`src/rtl/branch_ctrl.sv`:
```
// branch_ctrl: absolute branch/jump control for the program-counter stage.
// Decodes a 3-bit branch opcode, resolves targets through a writable target
// LUT, keeps a registered ALU condition flag and a call/return address stack.
module branch_ctrl #(
    parameter int T  = 12,
    parameter int LW = 5,
    parameter int D  = 4
) (
    input  logic          Clk,
    input  logic          Reset_n,
    input  logic          Start,
    input  logic [2:0]    Op,
    input  logic [LW-1:0] LutIdx,
    input  logic [T-1:0]  ProgCtr,
    input  logic          FlagIn,
    input  logic          FlagWe,
    input  logic          LutWe,
    input  logic [LW-1:0] LutWaddr,
    input  logic [T-1:0]  LutWdata,
    output logic          JumpAbs,
    output logic          BranchAbsEn,
    output logic          ALU_flag,
    output logic [T-1:0]  Target,
    output logic          StackOvf,
    output logic          StackUnf
);

    localparam int SPW = $clog2(D + 1);
    localparam int N   = 1 << LW;

    typedef enum logic [2:0] {
        OP_NOP  = 3'd0,
        OP_JMP  = 3'd1,
        OP_BRZ  = 3'd2,
        OP_BRNZ = 3'd3,
        OP_CALL = 3'd4,
        OP_RET  = 3'd5,
        OP_CLRF = 3'd6,
        OP_NOP7 = 3'd7
    } op_e;

    op_e op;
    assign op = op_e'(Op);

    logic           flag_q, flag_d;
    logic [T-1:0]   lut_q   [N];
    logic [T-1:0]   lut_d   [N];
    logic [T-1:0]   stack_q [D];
    logic [T-1:0]   stack_d [D];
    logic [SPW-1:0] sp_q, sp_d;
    logic           ovf_q, ovf_d;
    logic           unf_q, unf_d;

    logic           stack_full;
    logic           stack_empty;
    logic [T-1:0]   lut_tgt;
    logic [T-1:0]   ret_tgt;

    // Stack status, LUT read and top-of-stack read
    always_comb begin
        stack_full  = (sp_q == SPW'(D));
        stack_empty = (sp_q == '0);
        lut_tgt     = lut_q[LutIdx];
        ret_tgt     = '0;
        for (int unsigned i = 0; i < D; i++) begin
            if (SPW'(i) == sp_q - SPW'(1)) ret_tgt = stack_q[i];
        end
    end

    // Zero-cycle decode of the control presented to the PC stage;
    // reset gates the outputs so they drop without waiting for a clock
    always_comb begin
        JumpAbs     = 1'b0;
        BranchAbsEn = 1'b0;
        ALU_flag    = 1'b0;
        Target      = '0;
        if (Reset_n && !Start) begin
            unique case (op)
                OP_JMP: begin
                    JumpAbs = 1'b1;
                    Target  = lut_tgt;
                end
                OP_BRZ: begin
                    BranchAbsEn = 1'b1;
                    ALU_flag    = flag_q;
                    Target      = lut_tgt;
                end
                OP_BRNZ: begin
                    BranchAbsEn = 1'b1;
                    ALU_flag    = ~flag_q;
                    Target      = lut_tgt;
                end
                OP_CALL: begin
                    if (!stack_full) begin
                        JumpAbs = 1'b1;
                        Target  = lut_tgt;
                    end
                end
                OP_RET: begin
                    if (!stack_empty) begin
                        JumpAbs = 1'b1;
                        Target  = ret_tgt;
                    end
                end
                default: ;
            endcase
        end
    end

    assign StackOvf = ovf_q;
    assign StackUnf = unf_q;

    // Next-state: LUT write, flag capture/clear, stack push/pop, error bits
    always_comb begin
        flag_d  = flag_q;
        lut_d   = lut_q;
        stack_d = stack_q;
        sp_d    = sp_q;
        ovf_d   = ovf_q;
        unf_d   = unf_q;

        if (LutWe) lut_d[LutWaddr] = LutWdata;

        if (Start) begin
            flag_d = 1'b0;
            sp_d   = '0;
            ovf_d  = 1'b0;
            unf_d  = 1'b0;
        end else begin
            if (op == OP_CLRF)  flag_d = 1'b0;
            else if (FlagWe)    flag_d = FlagIn;

            if (op == OP_CALL) begin
                if (stack_full) begin
                    ovf_d = 1'b1;
                end else begin
                    for (int unsigned i = 0; i < D; i++) begin
                        if (SPW'(i) == sp_q) stack_d[i] = ProgCtr + T'(1);
                    end
                    sp_d = sp_q + SPW'(1);
                end
            end else if (op == OP_RET) begin
                if (stack_empty) unf_d = 1'b1;
                else             sp_d  = sp_q - SPW'(1);
            end
        end
    end

    // State registers with asynchronous active-low reset
    always_ff @(posedge Clk or negedge Reset_n) begin
        if (!Reset_n) begin
            flag_q  <= 1'b0;
            lut_q   <= '{default: '0};
            stack_q <= '{default: '0};
            sp_q    <= '0;
            ovf_q   <= 1'b0;
            unf_q   <= 1'b0;
        end else begin
            flag_q  <= flag_d;
            lut_q   <= lut_d;
            stack_q <= stack_d;
            sp_q    <= sp_d;
            ovf_q   <= ovf_d;
            unf_q   <= unf_d;
        end
    end

endmodule

```
`config.mk`:
```
export PLATFORM = sky130hd
export DESIGN_NAME = branch_ctrl
export DESIGN_NICKNAME = d
export VERILOG_FILES = /design/src/rtl/branch_ctrl.sv
export SDC_FILE = /design/constraint.sdc
export NUM_CORES = 1
export LEC_CHECK = 0
export CAP_MARGIN = 40
export CORE_ASPECT_RATIO = 1.2
export CORE_MARGIN = 2
export CORE_UTILIZATION = 50
export CTS_CLUSTER_DIAMETER = 200
export DETAILED_ROUTE_END_ITERATION = 8
export PLACE_DENSITY_LB_ADDON = 0.05
export SKIP_LAST_GASP = 1
export SYNTH_ARGS = -nofsm -noshare
export SYNTH_HDL_FRONTEND = slang
export SYNTH_SLANG_ARGS = --single-unit
```
`constraint.sdc`:
```
create_clock -name Clk -period 2.3 [get_ports Clk]
set_input_delay 0.46 -clock Clk [delete_from_list [all_inputs] [get_ports Clk]]
set_output_delay 0.46 -clock Clk [all_outputs]
set_load 0.02 [all_outputs]
```
* After elaboration in Yosys (flattened, before gate mapping)
Cells that the tools add are included.
Cells by class: add/sub/neg operators 3, magnitude comparators 3, eq/ne operators 16, muxes and demuxes 37, bitwise operators 5, reduce and logical (&&, ||, !) cells 20
Operators with widths (number):
- $bwmux W384 | 1
- $mux W12 | 10
- $bmux W12 S5 | 1
- $demux W12 S5 | 1
- $pmux W12 S3 | 1
- $mux W1 | 16
- $reduce_and A4 Y1 | 4
- $mux W3 | 5
- $add A12 B1 Y12 const B | 1
- $eq A2 B3 Y1 const A | 4
- $eq A3 B3 Y1 const B | 4
- $ge A6 B6 Y1 const B | 2
- $not A5 Y6 | 2
- $reduce_bool A2 Y1 | 4
- $eq A1 B3 Y1 const A | 2
- $eq A3 B2 Y1 const B | 2
- $logic_not A3 Y1 | 2
- $lt A6 B1 Y1 const B | 1
- $reduce_and A3 Y1 | 2
- $reduce_bool A3 Y1 | 2
- $add A3 B1 Y3 const B | 1
- $eq A3 B1 Y1 const B | 1
- $ne A3 B2 Y1 const B | 1
- $ne A3 B3 Y1 const B | 1
- other kinds (10) | 13
Word-level totals: bits in registers 438, input bits 43, output and inout port bits 17, word-level logic and storage cells 124

* Logic depth before layout (Yosys ltp)
Gate-level depths: netlist of run 1.
depth after elaboration 9, gate-level depth with buffers 8, depth with buffers taken out 7

* Worst setup path before layout of run 1
Ideal clock, no wire load.
kind flip-flop to output port, start register sp_q[0], end output Target[1], arrival 2.153 ns, data required time 1.840 ns, slack -0.313 ns, stages on the path, launching flop included 9, buffers on the path 1, path through dfrtp_1 inv_1 ha_1 xor2_1 nor3b_1 clkbuf_1 o2bb2ai_1 a22oi_1 o22ai_1
Between the ends: longest elaborated chain between the ends 9, elaborated cells on any way between the ends 15, classes of those cells 1 x add/sub; 4 x eq/ne; 8 x mux; 2 x reduce/logical
RTL lines:
- from (decl) | RTL line 50 | logic [SPW-1:0] sp_q, sp_d;
- from (signal assigned) | RTL line 162 | sp_q <= sp_d;
- $sub A3 B1 Y3 | RTL line 66 | if (SPW'(i) == sp_q - SPW'(1)) ret_tgt = stack_q[i];
- $logic_not A3 Y1 | RTL line 66
- $mux W12 (4 in series) | RTL line 66
- $mux W12 | RTL line 100 | if (!stack_empty) begin
- $pmux W12 S3 (*) | RTL line 78 | unique case (op)
- $mux W12 (*) | RTL line 77 | if (Reset_n && !Start) begin
- to (decl) | RTL line 23 | output logic [T-1:0] Target,
Every way passes the cells marked *; elsewhere a longest branch is shown, timed or not.

* Worst setup path in the final report of run 1
start input Op[2], end output Target[8]
Between the ends: longest elaborated chain between the ends 4, elaborated cells on any way between the ends 8, classes of those cells 5 x eq/ne; 2 x mux; 1 x reduce/logical
RTL lines:
- from (decl) | RTL line 12 | input logic [2:0] Op,
- $eq A3 B2 Y1 or $eq A3 B1 Y1 (tied branches) | RTL line 78
- $reduce_or A3 Y1 (no source line)
- $pmux W12 S3 (*) | RTL line 78
- $mux W12 (*) | RTL line 77
Marked as above.

==> results of run 1 <==
-- how the worst max path moves through the flow --
stage	startpoint	endpoint	slack, ns	depth (start not counted)
2_1_floorplan	LutIdx[2]	Target[4]	-0.11	8
3_3_place_gp	Op[0]	Target[11]	-1.22	7
3_5_place_dp	Op[0]	Target[8]	-1.27	7
4_1_cts	sp_q[1]$_DFFE_PN0P_	Target[11]	-0.71	8
5_1_grt	sp_q[1]$_DFFE_PN0P_	Target[3]	-0.71	9
6_report	Op[2]	Target[8]	-0.66	8
-- stage by stage --
step | power [mW] | setup TNS (ns) | utilization, % | setup slack (ns)
after floorplan | 13.0 | -1.28 | - | -0.112
after global placement | 14.8 | -26.04 | 57.3 | -1.22
after detailed placement | 14.9 | -28.81 | 57.4 | -1.27
after CTS | 23.2 | -7.66 | 62.3 | -0.713
after global routing | 24.2 | -8.14 | 62.5 | -0.709
final | 23.2 | -7.48 | 62.5 | -0.661
-- Yosys cell counts, types with 24 or more instances --
cell type / count / area [um2]
mux2_2: 359 / 4040
a22oi_1: 84 / 631
nand2_1: 75 / 282
mux4_2: 24 / 541
nor2b_1: 29 / 181
mux2i_1: 145 / 1450
dfrtp_1: 438 / 11000
mux2_1: 30 / 338
o21ai_0: 44 / 220
clkbuf_1: 91 / 342
a21oi_1: 49 / 245
nor2_1: 24 / 90.1
-- power breakdown --
| group | switching (mW) | internal (mW) | total, mW |
|---|---|---|---|
| combinational | 2.63 | 2.60 | 5.24 |
| clock | 3.15 | 4.58 | 7.72 |
| sequential | 0.838 | 9.36 | 10.2 |
-- state kept, by name, summed over array words and instances (netlist names) --
register and flops:
lut_q 384, stack_q 48, sp_q 3, StackOvf 1, StackUnf 1, flag_q 1
-- worst reg2reg max path: cells and delay by family (launching register included) --
kind | cells | cell delay [ns]
flops | 1 | 0.38
buf+inv | 4 | 0.66
compound gates | 1 | 0.07
fa+ha+maj | 1 | 0.16
simple gates | 3 | 0.40
-- layout by cell type (no fill, tap or decap), drive strengths merged, types with 13 or more instances in the layout --
cell | Yosys | layout
nand2 | 76 | 77
nor2 | 24 | 25
clkdlybuf4s50 | 0 | 38
nor2b | 29 | 31
o21ai | 59 | 59
a21oi | 49 | 49
dfrtp | 438 | 438
o2bb2ai | 13 | 13
mux2i | 145 | 145
a211oi | 13 | 13
clkinv | 0 | 15
buf | 42 | 190
a22oi | 84 | 84
clkbuf | 91 | 61
mux2 | 389 | 389
mux4 | 24 | 24
-- per-layer routing --
metal	global-route usage [%]	routed length (um)	part of all wire, %
met5	0	0	0
met4	9.90	1940	3.3
met3	4.47	2740	4.7
met2	47.7	29100	50
met1	36.1	24500	42
-- area by class of cell --
cell class | instances | area (um2)
clock buffers | 61 | 1310
clock inverters | 24 | 264
fillers | 3197 | 15300
inverters | 4 | 15.0
multi-input cells | 1004 | 9700
flip-flops and latches | 438 | 11000
well taps | 539 | 674
repair buffers | 232 | 2560
-- what timing repair did --
| item | in CTS | in global routing |
|---|---|---|
| hold buffers | 1 | 0 |
| pin swaps | 30 | 20 |
| setup endpoints to repair | 15 | 14 |
| hold endpoints to repair | 22 | 0 |
| setup buffers | 6 | 4 |
| cloned | 10 | 0 |
| resized for setup | 153 | 19 |
-- logic make-up (layout without fill, tap and decap cells) --
logic type,after synthesis,count (layout),share of synthesized area (%)
xor gates and xnor gates,15,15,0.635
AOI/OAI and AO/OA,234,234,7.18
muxes,558,558,30.8
buffers and inverters,137,321,3.29
and+or+nand+nor,182,188,4.50
adders and majority gates,9,9,0.545
DFF,438,438,53.0
==> key figures, run 1 <==
Drt
  • Drt total wl: 58300 um
  • WL per Instance: 25.3 um
  • DRT iter0 DRCs: 913
  • Vias per std cell: between 5 and 6
  • Via count: 13700
  • DRT Pass-1 Iters: 5
  • Number of remaining DRC errors: 0
  • Final ANT Viol Nets: 0

Worst hold path
  • Hold Path Class: primary input to flip-flop
  • Worst hold start: Op[0]
  • Hold Path Depth: 3
  • Sink of the worst hold path: flag_q$_DFFE_PN0P_

Place
  • DP Area: roughly 0.023 mm2
  • Port bufs: 59
  • GP Congestion: 0.940
  • DP HPWL: 39300 um
  • Placed Cells: 2200

Clocking
  • Clock latency on the worst-skew pair: 0.57 ns
  • Clk root buf: clkbuf_16
  • Num CTS Buffers: 46
  • Max Root-Sink Buffers: 3
  • CTS Sinks: 438
  • CTS H-tree lvls: 2
  • Clock transition at path regs: 0.06 ns
  • TritonCTS clock tree: done

Timing
  • RSZ-0062 raised after global routing: true
  • Min Hold Slack: ~0.46 ns
  • Period utilization: 129%
  • Worst setup margin: -0.661 ns
  • Final slew viol count: 0
  • Max_slew headroom: 43.0%
  • Fmax achieved: 338 MHz
  • Final setup violation count: 13
  • Final Hold Viols: 0
  • Skew final: 0.00436 ns
  • Slew @ Worst Pin: 0.852 ns
  • Fin crit period: 2.96 ns

Synth
  • Cell variety after synth: 44
  • Synthesis Warnings: 0
  • Cells after synthesis: 1573
  • Ys flop type: dfrtp_1
  • Async SR Flop Fraction: 100%
  • Mean post-synth cell area: 13.1 um2
  • Post-Syn Area: just over 0.02 mm2
  • Post-synthesis sequential area ratio: 53.0%
  • Syn nets: 1625
  • Flops & latches, synth: 438
  • Post-synth EDFFs: 0

Worst setup path
  • Setup crit start kind: primary input
  • Critical-path cell list: clkdlybuf4s50_1, nor3b_4, o2bb2ai_4, nand2_4, buf_12, or4_4, o22ai_4, buf_6
  • Critical path class: primary input to output port
  • Worst R2R Start: sp_q[1]$_DFFE_PN0P_
  • CP max stage delay: approximately 0.5 ns
  • Reg-to-Reg End: stack_q[43]$_DFFE_PN0P_
  • Worst EP required: 1.84 ns
  • Crit end category: output port
  • Register-to-Register Path Depth: 9
  • Crit-path leading delay family: simple AND/OR/NAND/NOR gates
  • Slowest cell on the critical path: clkdlybuf4s50_1
  • Data arrival time of the critical path: between 2 and 3 ns
  • Flop-to-flop setup slack: 0.50 ns
  • Crit Path Max Fanout: 4
  • WP buf/inv: 3

Flow run
  • Max-cap violations: 0

Global route
  • GR Util All Layers: 27.9%
  • Antenna violations before repair: 0
  • Vias in the first global route: about 14000
  • Largest net degree at the start of global routing: between 100 and 150
  • First-pass GRT wire length: ~90000 um
  • Total grt overflow: 0

Floorplan
  • Die ar.: ~0.043 mm2
  • Die X: 190 um
  • Io pins: 60
  • Effective utilization at floorplan: 50.7%
  • Core area: 0.0407 mm2
  • DIE HEIGHT: 227 um
  • Num rows: 81

Cells and area
  • Area Overhead vs Synth: 23.3%
  • Fin nets: 1778
  • Layout Cells excl Fill: between 2000 and 2500
  • Share of layout cells above drive strength 1: about 42%
  • Design Area, Final: 0.0255 mm2
  • Ant. Diodes: 0

Power and ir drop
  • PwrDens: approximately 900 mW/mm2
  • Leakage: 11.6 nW
  • Peak supply drop: 0.717 mV

Status
  • Failing checks: negative setup slack
  • Status: finished, violations left
Power figures use the tool's default switching activity.
==> inputs of run 2 (changes only) <==
--- a/config.mk
+++ b/config.mk
@@ -11,6 +11,7 @@
 export CORE_UTILIZATION = 50
 export CTS_CLUSTER_DIAMETER = 200
 export DETAILED_ROUTE_END_ITERATION = 8
+export GPL_ROUTABILITY_DRIVEN = 1
 export PLACE_DENSITY_LB_ADDON = 0.05
 export SKIP_LAST_GASP = 1
 export SYNTH_ARGS = -nofsm -noshare
==> results of run 2 <==
Same layout as run 1: the final DEF is identical, and so are final timing and power.
